<file path="src/rtl/rgu_result_fifo_reader.sv">
// Receives the RGU PUSH result stream into a circular buffer and re-presents it over valid/ready.
// Optional statistics outputs (drop counter, high-water mark) are enabled by RGU_FIFO_STATS_EN.
module rgu_result_fifo_reader #(
    parameter int DATA_W = 32,
    parameter int DEPTH  = 16,
    parameter int AW     = $clog2(DEPTH)
) (
    input  logic              iClock,
    input  logic              iReset,
    input  logic              iFifoPush,
    input  logic [DATA_W-1:0] iFifoData,
    output logic              oValid,
    output logic [DATA_W-1:0] oData,
    input  logic              iReady,
    output logic [AW:0]       oCount,
    output logic              oFull,
    output logic              oOverflow,
    input  logic              iClearOvf
`ifdef RGU_FIFO_STATS_EN
    ,
    output logic [15:0]       oDropCount,
    output logic [AW:0]       oHighWater
`endif
);

    localparam logic [AW:0]   DEPTH_C = (AW+1)'(DEPTH);
    localparam logic [AW:0]   CNT_ONE = (AW+1)'(1);
    localparam logic [AW-1:0] PTR_ONE = AW'(1);

    logic [DATA_W-1:0] mem [DEPTH];
    logic [AW-1:0]     wr_ptr;
    logic [AW-1:0]     rd_ptr;
    logic [AW-1:0]     rd_ptr_inc;
    logic [AW:0]       count;
    logic [AW:0]       count_next;
    logic              pop;
    logic              push_accept;
    logic              drop;
    logic              valid_next;
    logic [DATA_W-1:0] head_next;

    assign oCount = count;

    // Full is decided from count, so a pop in the same cycle frees the slot being written.
    always_comb begin
        pop         = oValid & iReady;
        push_accept = iFifoPush & ((count != DEPTH_C) | pop);
        drop        = iFifoPush & ~push_accept;
        rd_ptr_inc  = rd_ptr + PTR_ONE;

        count_next = count;
        case ({push_accept, pop})
            2'b10:   count_next = count + CNT_ONE;
            2'b01:   count_next = count - CNT_ONE;
            default: count_next = count;
        endcase
    end

    // oData is a registered copy of the head; the pushed word bypasses the RAM when it becomes head.
    always_comb begin
        valid_next = oValid;
        head_next  = oData;
        if (pop) begin
            if (count == CNT_ONE) begin
                valid_next = push_accept;
                head_next  = push_accept ? iFifoData : oData;
            end else begin
                valid_next = 1'b1;
                head_next  = mem[rd_ptr_inc];
            end
        end else if (!oValid && push_accept) begin
            valid_next = 1'b1;
            head_next  = iFifoData;
        end
    end

    // NOTE: the storage array has no reset; occupancy is tracked by count, so its contents never matter.
    always_ff @(posedge iClock) begin
        if (push_accept) begin
            mem[wr_ptr] <= iFifoData;
        end
    end

    always_ff @(posedge iClock or posedge iReset) begin
        if (iReset) begin
            wr_ptr    <= '0;
            rd_ptr    <= '0;
            count     <= '0;
            oValid    <= 1'b0;
            oData     <= '0;
            oFull     <= 1'b0;
            oOverflow <= 1'b0;
        end else begin
            if (push_accept) begin
                wr_ptr <= wr_ptr + PTR_ONE;
            end
            if (pop) begin
                rd_ptr <= rd_ptr_inc;
            end
            count     <= count_next;
            oValid    <= valid_next;
            oData     <= head_next;
            oFull     <= (count_next == DEPTH_C);
            oOverflow <= drop | (oOverflow & ~iClearOvf);
        end
    end

`ifdef RGU_FIFO_STATS_EN
    // A drop coinciding with a clear is counted as the first drop of the new window.
    always_ff @(posedge iClock or posedge iReset) begin
        if (iReset) begin
            oDropCount <= '0;
            oHighWater <= '0;
        end else begin
            if (iClearOvf) begin
                oDropCount <= drop ? 16'd1 : 16'd0;
                oHighWater <= count_next;
            end else begin
                if (drop && oDropCount != 16'hFFFF) begin
                    oDropCount <= oDropCount + 16'd1;
                end
                if (count_next > oHighWater) begin
                    oHighWater <= count_next;
                end
            end
        end
    end
`endif

endmodule
</file>
<file path="config.mk">
export PLATFORM = sky130hd
export DESIGN_NAME = rgu_result_fifo_reader
export DESIGN_NICKNAME = d
export VERILOG_FILES = /design/src/rtl/rgu_result_fifo_reader.sv
export SDC_FILE = /design/constraint.sdc
export NUM_CORES = 1
export LEC_CHECK = 0
export ABC_AREA = 1
export CAP_MARGIN = 20
export CORE_UTILIZATION = 50
export CTS_CLUSTER_SIZE = 25
export DETAILED_ROUTE_END_ITERATION = 10
export PLACE_DENSITY_LB_ADDON = 0.15
export SYNTH_ARGS = -nofsm -noshare
export SYNTH_HDL_FRONTEND = slang
export SYNTH_SLANG_ARGS = --single-unit
</file>
<file path="constraint.sdc">
create_clock -name iClock -period 3.58 [get_ports iClock]
set_input_delay 1.074 -clock iClock [delete_from_list [all_inputs] [get_ports iClock]]
set_output_delay 1.074 -clock iClock [all_outputs]
set_load 0.02 [all_outputs]
</file>
-- Word-level counts from Yosys, hierarchy flattened
Memories as Yosys holds them, arrays and structs flattened.
Index checks and enable logic that the tools add are counted.
- $add $sub $neg: 4
- equal/unequal tests: 6
- multiplexer cells: 10
- bitwise logic cells: 8
- reduce and logical (&&, ||, !) cells: 4
- operator list (kind ; number):
    2-to-1 mux 32 bit ; 4
    one-hot mux 5 bit (2 select lines) ; 1
    adder 4 x 1 -> 4 bit, second input constant ; 2
    adder 5 x 1 -> 5 bit, second input constant ; 1
    equality test 5 x 1 -> 1 bit, second input constant ; 1
    equality test 5 bit, second input constant ; 1
    2-to-1 mux 1 bit ; 5
    inequality test 5 bit, second input constant ; 1
    subtractor 5 x 1 -> 5 bit, second input constant ; 1
    bitwise AND 1 bit ; 4
    inequality test 3 bit, second input constant ; 1
    equality test 2 x 1 -> 1 bit, second input constant ; 1
    equality test 2 bit, second input constant ; 1
    NOT 1 bit ; 2
    OR 1 bit ; 2
    AND reduction 2 bit ; 1
    nonzero test 2 bit ; 1
    logical AND 1 bit ; 1
    zero test 1 bit ; 1
- flip-flop bits (word level): 48
- bits in writable memories: 512
- bits of input ports: 37
- output and inout port bits: 40
- logic and storage cells: 40
- memories: 1
- memory list (name ; words ; bits a word ; rd ports ; clocked after Yosys merged registers in ; wr ports ; RTL line ; RTL):
    mem ; 16 ; 32 ; 1 ; 0 ; 1 ; 30 ; logic [DATA_W-1:0] mem [DEPTH];

-- Depth between registers and ports, before layout
Gate-level depths: netlist of run 1.
- depth after elaboration: 6
- gate-level depth with buffers: 13
- gate-level depth less buffers: 13

-- Worst setup path after synthesis of run 1
OpenSTA, ideal clock, no wires.
- path type: in2reg
- from: in iReady
- to: mem mem[11][0] (enable)
- library setup time: 0.421 ns
- data arrival time: 3.113 ns
- data required time: 3.159 ns
- setup slack: 0.046 ns
- stages on the path: 6
- path buffers: 0
- cells stage by stage: nand2_1 nand4_2 nand2_1 nor2_1 inv_1 nor2_1
- longest elaborated chain between the ends: 5
- ends and longest elaborated chain (item ; RTL line ; RTL):
    start, declared ; 14 ; input logic iReady,
    bitwise AND 1 bit ; 46 ; pop = oValid & iReady;
    OR 1 bit ; 47 ; push_accept = iFifoPush & ((count != DEPTH_C) | pop);
    bitwise AND 1 bit ; 47 ;
    2-to-1 mux 1 bit ; 79 ; if (push_accept) begin
    2-to-1 mux 1 bit (not written as such) ; 80 ; mem[wr_ptr] <= iFifoData;
    end, declared ; 30 ;
No other way between the ends.

-- Worst setup path in the final report of run 1
- from: reg count[4], in the netlist oCount[4]
- to: out oCount[4]
- RTL lines (item ; RTL line ; RTL):
    start, declared ; 34 ; logic [AW:0] count;
    start signal, assigned ; 100 ; count <= count_next;
    end, declared ; 15 ; output logic [AW:0] oCount,
No word-level cell between the ends.

==> results.ini, run 1 <==
[detailed_routing]
drt_pass1_iterations=7
viasPerCell=5.47
vias=14900
totalWireLength_mm=54.5
post_drt_wl_per_cell_um=20.0
antenna_left=0
drt_iter0_drc=1384
route.detailed.drc=0

[cells_and_area]
stdcell_count=2728
insertedDiodeCount=0
syn_to_final_growth_pct=14.8
drive_above_1_share_pct=7.38
fin_nets=2132

[hold_path]
min_from=oData[30]
holdCritPathClass=reg -> reg
holdPathEnd=oData[30]
holdPathStages=2

[timing]
tightest_slew_ps=931
slew_headroom_pct=37.9
hold_violations=0
rsz0062_at_grt=no
clock_skew_ps=22.4
period_minus_slack_ps=2950
setup_tns_ps=0
finalCritPeriodShare_pct=82.5
maxSlewViolCount=0
max_freq_mhz=338
setup_viol=0

[grt]
antenna_found_initial=0
grt_pass1_wl_mm=85.1
grt_pass1_vias=14600
grt_use_total_pct=23.7
grt_max_degree=184
grt_overflow_total=0

[synthesis]
synth_top_area_cell=edfxtp_1
ys_seq_area_share_pct=71.8
synth.area.top_cells=edfxtp_1 (67%), nand2_1 (13%), nand3_1 (9.2%)
synth_fp_nets=2076
syn_avg_cell_area_um2=11.4
synth.distinct_cells=32
yosys_register_bits=560
ys_warn_count=0
synth_top_area_share_pct=66.6
syn_area_um2=23100
synthCells=2028

[setup_path]
cp_slowest_cell=clkdlybuf4s50_1
critPathTopFamily=buffers and inverters
cpPeakStageDelay_ps=690
crit_required_ps=2510
crit_path_end_kind=primary output
cp.buffers_inverters=1
crit_cells=1
regToRegStartpoint=rd_ptr[0]
worstPathArrival_ps=1880
startpoint_type=register
crit_fanout=8
worstReg2RegEnd=oData[25]
r2r_slack_ps=1070
path_class=reg -> out
cp_cell_sequence=clkdlybuf4s50_1
r2r_cells=10

[floorplanning]
die_width_um=217
ios=77
initial_core_util_pct=50.8
die_y_um=217
coreArea_um2=45500
floorplan.die_area_um2=47000
rows=78

[status]
status=finished, final reports clean

[clock_tree]
cts_tree=yes
cts_buffer_depth=3
ctsHoldBuffers=0
cts.sink_count=560
numCtsBuffers=56
clk_latency_ps=600
clk_pin_slew_worst_paths_ps=60
post_cts_resized=0
htreeDepth=2
postCtsSetupBuffers=0
cts_root_buf=clkbuf_16

[placed_design]
dp_hpwl_mm=29.2
place_congestion=0.813
io_buffers=76
dp.cells=2626

[power_and_ir_drop]
power_density_nw_per_um2=889
vdd_drop_max_mv=0.958
p_leak_nw=9.87

[job]
maxCapViolCount=0

[through the flow]
| stage | total power [mW] | cell area [um^2] | setup slack [ps] | util [%] | hold slack (ps) |
|---|---|---|---|---|---|
| finish | 23.6 | 26500 | 626 | 58.3 | 475 |
| global route | 25.0 | 26500 | 541 | 58.3 | 492 |
| CTS | 23.8 | 26500 | 564 | 58.3 | 481 |
| detailed placement | 17.9 | 24600 | 360 | 54.2 | 465 |
| global placement | 17.8 | 24600 | 416 | 54.2 | 461 |
| floorplan | 14.7 | 23100 | 45.6 | - | 498 |
[synthesized netlist by cell type]
cell	instances
nand2_1	773
edfxtp_1	512
nand3_1	423
nor2_1	85
buf_2	73
dfrtp_1	48
inv_1	21
clkbuf_1	18
buf_4	12
ha_1	11
o21ai_0	10
buf_1	6
buf_6	6
xor2_1	4
buf_8	3
nand4_1	3
inv_2	2
nand2_2	2
nor2_8	2
o22ai_1	2
a21oi_1	1
inv_4	1
nand2_4	1
nand2_8	1
nand3_2	1
nand4_2	1
nor2_4	1
o211ai_1	1
o21bai_1	1
or2_2	1
xnor2_1	1
xnor2_2	1
[logic make-up (layout without fill, tap and decap cells)]
group / count (synthesis) / count (layout) / share of synthesized area, %
AO/OA/AOI/OAI: 15 / 15 / 0.358
buffers and inverters: 142 / 242 / 3.25
AND/OR/NAND/NOR: 1294 / 1294 / 23.7
XOR/XNOR: 6 / 6 / 0.260
flip-flops: 560 / 560 / 71.8
adder cells (fa/ha/maj): 11 / 11 / 0.596
[state kept, by name, summed over array words and instances (netlist names)]
register / cells
oData: 32
rd_ptr: 4
oCount: 5
oValid: 1
mem: 512
oOverflow: 1
wr_ptr: 4
oFull: 1
[placed cells by master (no fill, tap or decap), types with 2 or more instances in the layout]
master,netlist,layout
buf_12,0,20
buf_4,12,20
bufinv_16,0,7
clkbuf_1,18,8
clkbuf_16,0,57
clkbuf_8,0,4
clkdlybuf4s50_1,0,76
clkinv_1,0,13
clkinv_2,0,9
clkinvlp_4,0,4
dfrtp_1,48,47
edfxtp_1,512,512
ha_1,11,10
inv_1,21,19
inv_2,2,3
nand2_1,773,771
nand2_2,2,4
nand3_1,423,423
nand4_1,3,3
nor2_1,85,69
nor2_4,1,17
nor2_8,2,2
o21ai_0,10,10
o22ai_1,2,2
xor2_1,4,4
[layer usage]
layer  vias to the layer above  part of all wire, %  track usage [%]
met1                      7337                   44             32.4
li1                       7108                    -                -
met4                         0                  2.3             6.34
met5                         -                    0                0
met3                        78                  4.7             3.24
met2                       391                   49             40.1
[worst max path at each step]
stage | startpoint | end | slack, ps
2_1_floorplan | iReady | mem[11][0] | 50
3_3_place_gp | iReady | mem[2][31] | 420
3_5_place_dp | iReady | mem[13][9] | 360
4_1_cts | oCount[2] | oCount[2] | 560
5_1_grt | oCount[2] | oCount[2] | 540
6_report | oCount[4] | oCount[4] | 630
[layout make-up]
class | instances | area, um^2
Multi-Input combinational cell | 1326 | 5910
Clock buffer | 69 | 1510
Timing Repair Buffer | 116 | 1310
Tap cell | 600 | 751
Fill cell | 3742 | 19000
Clock inverter | 33 | 334
Sequential cell | 560 | 16600
Inverter | 24 | 97.6
[power breakdown]
part           internal, mW  total (mW)  leakage, nW  switching, mW
combinational          2.87        9.33         3.76           6.46
sequential             8.01        8.35         5.21          0.345
clock                  3.48        5.87        0.896           2.39
Power figures use the tool's default switching activity.
==> run 2: changes to the inputs <==
Clock period 3.58 ns to 3 ns, I/O delays scaled along.
==> run 2 against run 1 <==
Net effect:
- register-to-register slack got worse by 450 ps
- largest cell class unchanged
- via count rose by 2.1%
- critical endpoint unchanged
- sequential share of layout area fell by 1.4 points
- wire length rose by 2.8%
- clock power rose by 21%
- combinational power rose by 24%
- worst setup slack got worse by 400 ps
==> results.ini, run 2 (synthesis results as in run 1) <==
[status]
status=finished, final reports clean

[cells_and_area]
final_util_pct=59.6
syn_to_final_growth_pct=17.4
fillCellCount=3707
drive_above_1_share_pct=9.35
final_common_cell=nand2_1
stdcell_count=2771
final_cell_mix=nand2_1 (771), edfxtp_1 (512), nand3_1 (423)
fin_nets=2174
top_register=mem
largest_reg_flops=512
insertedDiodeCount=0

[detailed_routing]
post_drt_wl_per_cell_um=20.2
antenna_left=0
totalWireLength_mm=56.1
drt_iter0_drc=1289
drt_pass1_iterations=5
vias=15200
route.detailed.drc=0
viasPerCell=5.50

[power_and_ir_drop]
total_power_mw=28.7
seqPwrFrac_pct=34.8
p_leak_nw=10.2
vdd_drop_max_mv=1.57
p_sw_mw=11.2
power_density_nw_per_um2=1060
switching_share_pct=39.1
p_comb_share_pct=40.5
clockPowerShare_pct=24.7
p_int_mw=17.4

[placed_design]
place_congestion=0.829
dp_hpwl_mm=32.3
dp.cells=2668
io_buffers=76

[timing]
maxSlewViolCount=0
rsz0062_at_grt=no
period_minus_slack_ps=2780
max_freq_mhz=360
timing.hold.ws_ps=477
setup_viol=0
clock_skew_ps=17.3
slew_headroom_pct=37.4
finalCritPeriodShare_pct=92.6
tightest_slew_ps=938
hold_violations=0
setup_tns_ps=0

[grt]
grt_pass1_wl_mm=86.9
grt_overflow_total=0
grt_use_total_pct=24.4
grt_max_degree=141
antenna_found_initial=0
grt_pass1_vias=14800

[setup_path]
cp_slowest_cell=clkdlybuf4s50_1
startpoint_type=register
crit_fanout=8
r2r_slack_ps=620
crit_required_ps=2100
critPathTopFamily=buffers and inverters
cpPeakStageDelay_ps=690
path_class=reg -> out
cp.buffers_inverters=1
cp_cell_sequence=clkdlybuf4s50_1
crit_path_end_kind=primary output
worstPathArrival_ps=1880

[clock_tree]
ctsHoldBuffers=0
cts_buffer_depth=3
post_cts_resized=0
htreeDepth=2
cts_root_buf=clkbuf_16
clk_pin_slew_worst_paths_ps=60
numCtsBuffers=56
clk_latency_ps=620
cts_tree=yes
cts.sink_count=560
postCtsSetupBuffers=0

[hold_path]
holdCritPathClass=reg -> reg

[floorplanning]
rows=78
die_width_um=217
floorplan.die_area_um2=47000
coreArea_um2=45500
ios=77
initial_core_util_pct=50.8
die_y_um=217

[job]
maxCapViolCount=0

[run 2: cell types whose count changed in the layout (fill, tap and decap cells not counted), sizes merged]
cell,before,now
buf,40,82
clkbuf,69,75
clkinv,22,17
clkinvlp,4,2
inv,24,26
[run 2: cell type report]
type | count | area [um^2] | area share (%)
clock buffers | 75 | 1510 | 5.58
clock inverters | 28 | 347 | 1.28
inverters | 24 | 97.6 | 0.360
multi-input cells | 1326 | 5910 | 21.8
flip-flops and latches | 560 | 16600 | 61.2
well taps | 600 | 751 | 2.77
repair buffers | 158 | 1910 | 7.06
[run 2: worst register-to-register path: stages, from the launching register on]
cell and delay [ps]:
dfrtp_1 450, inv_1 150, ha_1 240, nand4_2 100, nand2_1 170, inv_2 180, nand2_1 250, nor2_4 290
buf_12 220
[run 2: power by group through the flow]
| stage | Sequential [mW] | Combinational (mW) | Clock, mW |
|---|---|---|---|
| 6_report | 9.97 | 11.6 | 7.08 |
| 5_1_grt | 10.1 | 12.8 | 7.50 |
| 4_1_cts | 9.97 | 11.7 | 7.19 |
| 3_5_place_dp | 10.1 | 11.6 | 0 |
| 3_3_place_gp | 10.1 | 11.5 | 0 |
| 2_1_floorplan | 10.3 | 7.27 | 0 |
[run 2: final timing paths]
check | startpoint | endpoint | cells after the start
worst min-delay path | oData[25] | oData[25] | 2
worst max-delay path | oCount[4] | oCount[4] | 1
min in group asynchronous | iReset | oData[19] | 2
max in group asynchronous | iReset | oData[25] | 3
worst max register to register | oCount[0] | mem[13][11] | 8
worst min register to register | oData[25] | oData[25] | 2
[run 2: metal layers]
layer | vias to the layer above | GRT usage (%) | share of wire, %
li1 | 7195 | - | -
met1 | 7504 | 34.1 | 44
met2 | 461 | 39.9 | 48
met3 | 69 | 4.56 | 6.5
met4 | 0 | 5.31 | 1.6
met5 | - | 0 | 0
[run 2: metrics by stage]
stage / cell area, um^2 / worst slack, ps
after global routing: 27100 / 115
after global placement: 25300 / 56.1
after detailed placement: 25300 / 5.80
after CTS: 27100 / 171
final: 27100 / 223
after floorplan: 23100 / -360
